--- config.mk ---
export PLATFORM = sky130hd
export DESIGN_NAME = pipe_stage_buf
export DESIGN_NICKNAME = d
export VERILOG_FILES = /design/src/rtl/pipe_stage_buf.sv
export SDC_FILE = /design/constraint.sdc
export NUM_CORES = 1
export LEC_CHECK = 0
export CORE_ASPECT_RATIO = 1.1
export CORE_UTILIZATION = 45
export CTS_CLUSTER_SIZE = 16
export DETAILED_ROUTE_END_ITERATION = 12
export PLACE_DENSITY_LB_ADDON = 0.15
export REMOVE_ABC_BUFFERS = 1
export SETUP_SLACK_MARGIN = 0.1
export SLEW_MARGIN = 10
export SYNTH_ARGS = -nofsm -noshare
export SYNTH_HDL_FRONTEND = slang
export SYNTH_SLANG_ARGS = --single-unit
--- constraint.sdc ---
create_clock -name clk -period 1.8 [get_ports clk]
set_clock_uncertainty 0.2 [all_clocks]
set_input_delay 0.45 -clock clk [delete_from_list [all_inputs] [get_ports clk]]
set_output_delay 0.45 -clock clk [all_outputs]
set_load 0.005 [all_outputs]
--- src/rtl/pipe_stage_buf.sv ---
// Pipeline stage register with valid/ready handshake and an optional two-entry skid buffer.
// With SKID=1 in_ready is registered state, so stalls do not ripple combinationally upstream.
module pipe_stage_buf #(
  parameter int unsigned DATA_W = 32,
  parameter int unsigned SKID   = 1
) (
  input  logic              clk,
  input  logic              rst,
  input  logic              flush,
  input  logic              in_valid,
  output logic              in_ready,
  input  logic [DATA_W-1:0] in_data,
  output logic              out_valid,
  input  logic              out_ready,
  output logic [DATA_W-1:0] out_data,
  output logic [1:0]        occ
);

  localparam bit UseSkid = (SKID != 0);

  logic              main_valid_q, main_valid_d;
  logic [DATA_W-1:0] main_data_q,  main_data_d;
  logic              skid_valid_q, skid_valid_d;
  logic [DATA_W-1:0] skid_data_q,  skid_data_d;

  logic in_fire;
  logic out_fire;

  assign in_ready  = UseSkid ? (~skid_valid_q & ~rst) : ((~main_valid_q | out_ready) & ~rst);
  assign in_fire   = in_valid & in_ready;
  assign out_valid = main_valid_q;
  assign out_data  = main_data_q;
  assign out_fire  = out_valid & out_ready;
  assign occ       = {1'b0, main_valid_q} + {1'b0, skid_valid_q};

  // The skid entry is only ever filled while main is held, so it is always the younger item.
  always_comb begin
    main_valid_d = main_valid_q;
    main_data_d  = main_data_q;
    skid_valid_d = skid_valid_q;
    skid_data_d  = skid_data_q;
    if (!main_valid_q) begin
      if (in_fire) begin
        main_valid_d = 1'b1;
        main_data_d  = in_data;
      end
    end else if (out_fire) begin
      if (skid_valid_q) begin
        main_data_d  = skid_data_q;
        skid_valid_d = 1'b0;
        skid_data_d  = '0;
      end else if (in_fire) begin
        main_data_d = in_data;
      end else begin
        main_valid_d = 1'b0;
        main_data_d  = '0;
      end
    end else if (in_fire && UseSkid) begin
      skid_valid_d = 1'b1;
      skid_data_d  = in_data;
    end
  end

  // Empty slots are kept at zero so a bubble presents an all-zero bundle.
  always_ff @(posedge clk) begin
    if (rst || flush) begin
      main_valid_q <= 1'b0;
      main_data_q  <= '0;
      skid_valid_q <= 1'b0;
      skid_data_q  <= '0;
    end else begin
      main_valid_q <= main_valid_d;
      main_data_q  <= main_data_d;
      skid_valid_q <= UseSkid & skid_valid_d;
      skid_data_q  <= UseSkid ? skid_data_d : '0;
    end
  end

endmodule

==> impl_metrics.yaml <==
cts:
  worstSkewPairLatency_ns: 0.34
  cts_buffers: 9
  clk_path_buf_depth: 2
  cts_max_level: 3
  clock_sink_count: 66
  cts_tree: "built"
  cts.root.buffer_cell: "sky130_fd_sc_hd__clkbuf_8"
  ctsHoldBuffers: 0
  worst_setup_hold_path_clk_slew_ns: 0.07
run:
  drv_cap: 0
routing:
  highest_layer: "met4"
  via_count: 3275
  routed_via_count_divided_by_cell_count: 6.40
  route.detailed.drc: 0
  drt-met1-wl_um: 4460
  postRouteWirelength_um: 11000
  drt_pre_antenna_iters: 5
  dr_wl_met3_um: 765
  met2_length_um: 5330
  final_antenna_net_count: 0
  first_drt_iteration_drcs: 219
  drt-wirelength-per-cell_um: 21.4
logic_synthesis:
  synth.lib_cells_used.distinct: 30
  syn_inst: 320
  synthSimpleGateAreaFrac_pct: 19.2
  synth_sequential_area_ratio_pct: 40.9
  synth_seq_cells: 66
  synth_top_family_by_area: "compound AO/OA/AOI/OAI gates"
  yosys_warnings: 0
  share_of_synthesized_cell_area_in_full_adder_half_adder_and_majority_cells_pct: 0.388
  synth_mux_area_share_pct: 0
  synth_compound_gate_area_share_pct: 31.6
  postSynthAreaPerCell_um2: 10.1
  syn_area_um2: 3230
  post_synth_xor_area_fraction_pct: 0
critical_path:
  crit_top_cell: "sky130_fd_sc_hd__buf_12"
  worstPathCellList: "buf_12 > buf_12 > nor4b_4 > buf_4 > buf_12 > buf_6 > buf_16 > nor3_1 > a311oi_2"
  cp_data_arrival_time_ns: 1.91
  combined_buffer_and_inverter_count_along_the_critical_path: 6
  critical_path_peak_fanout: 6
  path_delay_family: "buffers and inverters"
  crit_path_start_kind: "flop"
  worst_ep_required_time_ns: 1.85
  slowest_stage_cell_crit_path: "sky130_fd_sc_hd__dfxtp_4"
  end_kind: "flop"
  crit_type: "flop to flop"
  cpPeakStageDelay_ns: 0.35
global_route:
  grt_max_degree: 34
  number_of_antenna_violations_at_the_first_check_in_global_routing: 1
  first_global_vias: 3205
  grt_resource_usage_total_pct: 30.3
  grt_first_pass_wirelength_um: 17000
  grt_overflow: 0
sta:
  report.final.slew_viol_count: 0
  fin_crit_ns: 1.86
  max-slew-margin-rel_pct: 74.1
  post_layout_worst_setup_margin_ns: -0.0553
  timing_worst_slew_pin_value_ns: 0.388
  hold_violations_final: 0
  layout_worst_path_cycle_share_pct: 103
  rsz0062_at_grt: "yes"
  setup_viol_count_final: 15
  whs_ns: 0.324
  finalSetupTns_ns: -0.390
  achievable-frequency_ghz: 0.539
power:
  pwr_density_cell_nw_per_um2: 676
  static-leakage-power_uw: 0.00185
  ir_drop_uv: 473
floorplan:
  floorplan.die_area_um2: 7520
  floorplan.initialDensity_pct: 46.3
  fp.dieW_um: 82.8
  coreArea_um2: 6970
  floorplan.rows: 32
  io_pins: 73
  die-height_um: 90.8
layout:
  area_growth_pct: 52.2
  fin_nets: 459
  final_core_util_pct: 70.5
  final_cell_count_no_fill: 512
  multi_input_comb_area_um2: 1760
  ff_latch_area_um2: 1350
  nFillCells: 524
  postLayoutCellArea_um2: 4910
  fraction_of_final_layout_cells_sized_beyond_drive_strength_1_pct: 35.7
status:
  violations_in_the_final_reports: "negative setup slack"
  status: "complete, but fails checks"
placed_design:
  final_wtd_congestion: 0.744
  place.detailed.instances: 464
  port_buffers: 72
  place.detailed.hpwl_um: 5510
  placed_area_um2: 4110
min_path:
  class_of_the_worst_hold_path: "flop to flop"
final timing paths:
path | startpoint | end | slack (ns) | cells after the start
worst min-delay path | skid_data_q[29] | out_data[29] | 0.32 | 2
worst min register to register | skid_data_q[29] | out_data[29] | 0.32 | 2
worst max-delay path | out_valid | out_data[26] | -0.06 | 9
worst max register to register | out_valid | out_data[26] | -0.06 | 9
power breakdown:
group	total (uW)	internal (uW)	switching, uW
Combinational	672	355	317
Clock	1130	531	604
Sequential	1520	1500	19.8
worst reg2reg max path, delay by kind of cell, from the launching register on:
kind	cells	cell delay [ns]
buffers and inverters	6	0.77
DFF	1	0.35
and+or+nand+nor	2	0.26
AOI/OAI and AO/OA	1	0.18
layer usage:
layer | track usage, % | vias to the layer above
met1 | 38.1 | 1614
met2 | 48.6 | 181
met4 | 14.1 | 0
met5 | 0 | -
met3 | 6.26 | 34
li1 | - | 1446
cell families after synthesis:
logic type	Yosys count
buffers and inverters	44
DFF	66
and+or+nand+nor	108
adders and majority gates	1
AOI/OAI and AO/OA	101
metrics by stage:
stage          setup WS, ns  total power (uW)
2_1_floorplan         -1.56              1780
3_3_place_gp         -0.507              2060
3_5_place_dp         -0.495              2070
4_1_cts             -0.0716              3300
5_1_grt              -0.113              3430
6_report            -0.0553              3320
cells in the mapped netlist:
library cell / instances / area share (%)
sky130_fd_sc_hd__buf_12: 3 / 1.9
sky130_fd_sc_hd__nor3_1: 33 / 5.1
sky130_fd_sc_hd__nand3_1: 32 / 5.0
sky130_fd_sc_hd__nor4b_1: 1 / 0.27
sky130_fd_sc_hd__nor2b_1: 32 / 6.2
sky130_fd_sc_hd__nor2_1: 2 / 0.23
sky130_fd_sc_hd__a311oi_2: 30 / 14
sky130_fd_sc_hd__dfxtp_1: 66 / 41
sky130_fd_sc_hd__and2_4: 1 / 0.27
sky130_fd_sc_hd__clkbuf_1: 21 / 2.4
sky130_fd_sc_hd__o221a_1: 32 / 11
sky130_fd_sc_hd__a21oi_1: 2 / 0.31
sky130_fd_sc_hd__o21ai_2: 1 / 0.27
sky130_fd_sc_hd__or2_1: 2 / 0.39
sky130_fd_sc_hd__and2_1: 1 / 0.19
sky130_fd_sc_hd__buf_2: 12 / 1.9
sky130_fd_sc_hd__o21ai_0: 31 / 4.8
sky130_fd_sc_hd__o21ai_1: 2 / 0.31
sky130_fd_sc_hd__ha_1: 1 / 0.39
sky130_fd_sc_hd__a311oi_1: 2 / 0.54
sky130_fd_sc_hd__nor3b_2: 1 / 0.39
sky130_fd_sc_hd__o21a_1: 1 / 0.23
sky130_fd_sc_hd__inv_2: 1 / 0.12
sky130_fd_sc_hd__buf_1: 2 / 0.23
sky130_fd_sc_hd__nand2b_1: 1 / 0.19
sky130_fd_sc_hd__inv_1: 1 / 0.12
sky130_fd_sc_hd__nor4b_4: 1 / 0.74
sky130_fd_sc_hd__buf_4: 1 / 0.23
sky130_fd_sc_hd__buf_6: 3 / 1.0
sky130_fd_sc_hd__nor3b_1: 1 / 0.23
timing repair:
item,in CTS,in global routing
pin swaps,25,15
setup buffers,19,4
gates cloned,9,4
resized for setup,119,23
setup endpoints to repair,101,69
cell usage in the layout, fill, tap and decap left out, types with 2 or more instances in the layout:
master,count
sky130_fd_sc_hd__nor3_1,25
sky130_fd_sc_hd__clkinvlp_4,2
sky130_fd_sc_hd__a311oi_2,31
sky130_fd_sc_hd__dfxtp_4,2
sky130_fd_sc_hd__nor4b_4,2
sky130_fd_sc_hd__nor3_2,8
sky130_fd_sc_hd__clkbuf_16,3
sky130_fd_sc_hd__nor2b_1,32
sky130_fd_sc_hd__dfxtp_1,45
sky130_fd_sc_hd__o221a_1,32
sky130_fd_sc_hd__buf_4,25
sky130_fd_sc_hd__clkinv_2,3
sky130_fd_sc_hd__dfxtp_2,19
sky130_fd_sc_hd__a21oi_1,2
sky130_fd_sc_hd__nand3_1,32
sky130_fd_sc_hd__clkbuf_8,10
sky130_fd_sc_hd__buf_16,4
sky130_fd_sc_hd__buf_6,14
sky130_fd_sc_hd__o21ai_0,26
sky130_fd_sc_hd__o21ai_1,7
sky130_fd_sc_hd__buf_8,5
sky130_fd_sc_hd__clkdlybuf4s50_1,33
sky130_fd_sc_hd__dlygate4sd2_1,34
sky130_fd_sc_hd__buf_12,11
registers in the layout (all words and copies together), names as in the netlist:
signal        flops
out_valid         1
skid_valid_q      1
skid_data_q      32
out_data         32
final cells by class:
cell class,instances,share of cell area (%)
Clock buffer,11,2.88
Tap cell,85,2.16
Sequential cell,66,27.5
Antenna cell,1,0.0509
Inverter,2,0.407
Timing Repair Buffer,132,30.6
Multi-Input combinational cell,210,35.8
Clock inverter,5,0.611
Power figures use the tool's default switching activity.
